<file path="config.mk">
export PLATFORM = sky130hd
export DESIGN_NAME = div5_seq_chunked
export DESIGN_NICKNAME = d
export VERILOG_FILES = /design/src/rtl/div5_seq_chunked_pkg.sv /design/src/rtl/div5_seq_chunked_digit3.sv /design/src/rtl/div5_seq_chunked.sv
export SDC_FILE = /design/constraint.sdc
export NUM_CORES = 1
export LEC_CHECK = 0
export ABC_AREA = 1
export CORE_MARGIN = 1
export CORE_UTILIZATION = 25
export DETAILED_ROUTE_END_ITERATION = 16
export PLACE_DENSITY_LB_ADDON = 0.15
export RECOVER_POWER = 100
export SLEW_MARGIN = 5
export SYNTH_ARGS = -nofsm -noshare
export SYNTH_HDL_FRONTEND = slang
export SYNTH_SLANG_ARGS = --single-unit
</file>
<file path="constraint.sdc">
create_clock -name clk -period 6.5 [get_ports clk]
set_input_delay 1.625 -clock clk [delete_from_list [all_inputs] [get_ports clk]]
set_output_delay 1.625 -clock clk [all_outputs]
set_load 0.05 [all_outputs]
</file>
<file path="src/rtl/div5_seq_chunked_pkg.sv">
// div_const_pkg: shared state encoding, constants and chunk-count helper for the divide-by-5 datapath
package div_const_pkg;
  typedef enum logic [1:0] {IDLE, RUN, DONE} state_e;
  localparam int DIVISOR = 5;
  localparam int CHUNK = 3;
  localparam int REM_W = 3;
  function automatic int nchunk(input int w);
    return (w + CHUNK - 1) / CHUNK;
  endfunction
endpackage

</file>
<file path="src/rtl/div5_seq_chunked_digit3.sv">
// div5_digit3: one radix-8 step of divide-by-5, {rem_in,chunk} -> quotient digit and new remainder
module div5_digit3
  import div_const_pkg::*;
(
  input  logic [REM_W-1:0] rem_in,
  input  logic [2:0]       chunk,
  output logic [2:0]       digit,
  output logic [REM_W-1:0] rem_out
);
  logic [5:0] v;
  assign v = {rem_in, chunk};
  assign digit = 3'(v / 6'(DIVISOR));
  assign rem_out = REM_W'(v % 6'(DIVISOR));
  always_comb assert (rem_in < REM_W'(DIVISOR));
endmodule

</file>
<file path="src/rtl/div5_seq_chunked.sv">
// div5_seq_chunked: iterative MSB-first divide-by-5, 3 dividend bits per cycle, valid/ready on both sides
module div5_seq_chunked #(
  parameter int W = 64,
  parameter int CHUNK = 3
) (
  input  logic         clk,
  input  logic         rst_n,
  input  logic         in_valid,
  output logic         in_ready,
  input  logic [W-1:0] in_dividend,
  output logic         out_valid,
  input  logic         out_ready,
  output logic [W-1:0] out_quot,
  output logic [2:0]   out_rem,
  output logic         busy
);
  import div_const_pkg::*;
  localparam int NCHUNK = nchunk(W);
  localparam int OP_W = 3 * NCHUNK;
  localparam int CW = $clog2(NCHUNK + 1);
  state_e state_q, state_d;
  logic [CW-1:0] cnt_q, cnt_d;
  logic [OP_W-1:0] op_q, op_d, acc_q, acc_d;
  logic [2:0] rem_q, rem_d, orem_q, orem_d, digit, rem_nx;
  logic [W-1:0] quot_q, quot_d;
  div5_digit3 u_digit (
    .rem_in (rem_q),
    .chunk  (op_q[OP_W-1 -: 3]),
    .digit  (digit),
    .rem_out(rem_nx)
  );
  always_comb begin
    state_d = state_q;
    cnt_d = cnt_q;
    op_d = op_q;
    acc_d = acc_q;
    rem_d = rem_q;
    quot_d = quot_q;
    orem_d = orem_q;
    if (state_q == IDLE && in_valid) begin
      op_d = OP_W'(in_dividend);
      acc_d = '0;
      rem_d = '0;
      cnt_d = CW'(NCHUNK - 1);
      state_d = RUN;
    end else if (state_q == RUN) begin
      op_d = op_q << 3;
      acc_d = (acc_q << 3) | OP_W'(digit);
      rem_d = rem_nx;
      cnt_d = (cnt_q == '0) ? cnt_q : cnt_q - 1'b1;
      state_d = (cnt_q == '0) ? DONE : RUN;
      quot_d = (cnt_q == '0) ? acc_d[W-1:0] : quot_q;
      orem_d = (cnt_q == '0) ? rem_nx : orem_q;
    end else if (state_q == DONE && out_ready) begin
      state_d = IDLE;
    end
  end
  always_ff @(posedge clk) begin
    if (!rst_n) begin
      state_q <= IDLE;
      cnt_q <= '0;
      op_q <= '0;
      acc_q <= '0;
      rem_q <= '0;
      quot_q <= '0;
      orem_q <= '0;
    end else begin
      state_q <= state_d;
      cnt_q <= cnt_d;
      op_q <= op_d;
      acc_q <= acc_d;
      rem_q <= rem_d;
      quot_q <= quot_d;
      orem_q <= orem_d;
    end
  end
  always_ff @(posedge clk) assert (CHUNK == 3);
  if (OP_W > W) begin : g_hi
    always_ff @(posedge clk) if (rst_n && state_q == DONE) assert (acc_q[OP_W-1:W] == '0);
  end
  assign in_ready = state_q == IDLE;
  assign out_valid = state_q == DONE;
  assign busy = state_q != IDLE;
  assign out_quot = quot_q;
  assign out_rem = orem_q;
endmodule

</file>
==> reports/results.md <==
Yosys
* total number of yosys warnings: 0
* Yosys cell types: 28
* Avg Synthesized Cell Area: 7.47 um2
* mapped cell area: 7740 um2
* post-synthesis cell count: 1036
* number of nets produced by synthesis: 1108
* share of the yosys chip area belonging to registers: 0.528
* post-synthesis sequential element count: 204

Status
* violations in the final reports: capacitance limit, slew limit
* status: finished with violations

Worst setup path
* ordered cell list for the critical path: dlygate4sd3_1 > inv_4 > nor2_1 > inv_1 > clkbuf_1 > a21oi_1 > nand2_1 > inv_1
* maximum fanout along the worst path: 40
* arrival time worst endpoint: 5080 ps
* library cell appearing most often on the critical path: inv_1
* type of the worst setup path: input port to flop
* Worst path slowest cell: clkbuf_1
* CP endpoint kind: flop
* startpoint class of the critical path: input port
* data required time of the worst path: 6900 ps
* Slowest Stage Delay on Critical Path: 1000 ps

Floorplanning
* starting density of the core: 0.254
* die span in x: 178 um
* standard-cell rows: 64
* number of top-level pins: 138
* DIE AREA: 31700 um2
* Die Ht: 178 um
* Placeable Area: 30500 um2

Finish
* area occupied by multi-input gates: 3250 um2
* most common library cell in the layout ignoring fill and taps: nand2_1
* Synth-to-Final Area Change: 30.9%
* final design utilization: 0.332
* combined flip-flop and latch cell area: 4080 um2
* leading cell types in the layout, fill and taps excluded: nand2_1 (452), dfxtp_1 (204), a21oi_1 (131), dlygate4sd3_1 (71), clkdlybuf4s50_1 (66)
* final net count: 1210
* antenna diode count: 0
* filler cell count: 3316
* share of final-layout standard cells stronger than drive strength 1: 0.0528

Global route
* wire length of the first global-routing pass: 34300 um
* overflow left after global routing: 0
* overall track demand over capacity in global routing: 0.133
* via count of the first global-routing pass: 6693
* largest net degree at the start of global routing: 90
* initial antenna violation count: 0

Route
* Final Routed Wirelength: 20800 um
* DR iter-0 viols: 367
* via count: 6853
* remaining routing DRC violations: 0
* count of nets left with antenna violations after detail routing: 0
* average vias per placed instance: 4.42
* Pre-Repair DR Iteration Count: 6
* post-DR wirelength/cell: 13.4 um

Power
* combinational share of power: 0.126
* worst voltage drop across the vdd grid: 156 uV
* power per standard cell area: 293 nW/um2
* cell leakage power: 3.72 nW
* power spent charging and discharging nets: 0.803 mW
* internal power: 2.16 mW
* Net Sw Frac: 0.271
* sequential cell fraction of total power: 0.449
* part of the power in the clock network: 0.425

Clocking
* CTS buffer count: 23
* clock root buffer: clkbuf_16
* number of sinks handled by clock tree synthesis: 204
* Post-CTS Hold Buffers: 0
* H-tree Lvls: 1
* clock transition time at the flip-flop clock pins of the worst setup and hold paths: 60 ps
* quantity of gates resized following cts: 0
* number of setup buffers added after CTS: 0
* maximum buffer depth of the clock tree: 3
* clock tree from TritonCTS: built
* later-pin clock latency in the skew report: 510 ps

STA
* fin crit share: 0.720
* maximum clock skew at final layout: 8.00 ps
* final count of negative-setup-slack endpoints: 0
* maximum clock rate: 214 MHz
* Tmin final: 4680 ps
* total negative slack: 0 ps
* headroom to the max-slew limit: -0.717
* worst-margin pin slew: 2580 ps
* RSZ-0062 raised after global routing: no
* number of hold violations in the final report: 0
* Max Slew Vio Count: 146

Run
* number of max-cap violations: 2

Place
* GP Congestion: 0.721
* HPWL after detailed placement: 12800 um
* port bufs: 137

Worst hold path
* Worst Hold Class: flop to flop

==> per-stage QoR <==
stage	hold WS, ps	power (mW)	std cells	instance area [um2]	setup slack [ps]
global route	474	3.12	1551	10100	1490
floorplan	440	1.61	1036	7740	3370
finish	457	2.96	1551	10100	1820
detailed placement	454	1.75	1509	9420	2270
CTS	461	3.03	1551	10200	2800
global placement	450	1.75	1509	9420	2320
==> cells by family (layout without fill, tap and decap cells) <==
family,count (synthesis),count (layout),synth area share
AND/OR/NAND/NOR,508,508,0.261
AO/OA/AOI/OAI,217,217,0.153
flip-flops,204,204,0.528
buffers and inverters,103,222,0.0509
adder cells (fa/ha/maj),4,4,0.00647
==> area by class of cell <==
type / instances / share of cell area
clock buffer: 36 / 0.0696
clock inverter: 6 / 0.00334
inverter: 35 / 0.0135
multi-input combinational: 729 / 0.321
sequential: 204 / 0.403
tap: 396 / 0.0489
timing repair buffer: 145 / 0.140
==> metal layers <==
layer	GRT usage	part of all wire	vias to the layer above
met5	0	0	-
met4	0.0313	0.018	0
met1	0.171	0.47	3156
met3	0.0257	0.042	22
met2	0.226	0.47	108
li1	-	-	3567
==> sequential cells by signal, indices dropped and copies added, names as in the netlist <==
signal    count
out_rem       3
cnt_q         5
acc_q        61
op_q         66
rem_q         3
out_quot     64
state_q       2
==> worst max-delay path: cells and delay by family <==
kind                   cells  cell delay [ps]
AO/OA/AOI/OAI              1               70
buffers and inverters      5             3060
AND/OR/NAND/NOR            2              290
==> cell usage after synthesis <==
cell      number  area share
o31ai_1        1     0.00097
nand2_2        8      0.0065
nor2_1        18      0.0087
nand3_2        2      0.0026
nand3_1       18       0.012
o21ai_1        3      0.0019
a31oi_1       63       0.051
a221oi_1       1      0.0011
nand2_4        4      0.0058
clkbuf_1      56       0.027
inv_1         31       0.015
ha_1           4      0.0065
o21ai_0       12      0.0078
inv_2          3      0.0015
nand3b_1       1     0.00097
clkinv_1       1     0.00048
nor2_2         2      0.0016
nor3b_1        1     0.00097
buf_1          6      0.0029
nand2_1      451        0.22
nand3_4        1      0.0023
dfxtp_1      204        0.53
buf_2          6      0.0039
a21oi_1      131       0.085
nor4_1         1     0.00081
nand4_1        1     0.00081
o21bai_1       2      0.0019
o21a_1         4      0.0039
==> power by group through the flow <==
stage	logic [mW]	clock network, mW	registers [mW]
3_5_place_dp	0.393	0	1.36
2_1_floorplan	0.240	0	1.37
4_1_cts	0.393	1.30	1.33
6_report	0.374	1.26	1.33
3_3_place_gp	0.393	0	1.36
5_1_grt	0.422	1.36	1.34
==> worst paths after layout <==
check,slack [ps],end,cells after the start,from
setup / recovery,1820,rem_q[1],8,rst_n
hold / removal,460,out_quot[42],2,out_quot[42]
setup reg to reg,2580,out_quot[63],8,state_q[1]
hold reg to reg,460,out_quot[42],2,out_quot[42]
No activity file was read; power rests on OpenSTA's default activity.
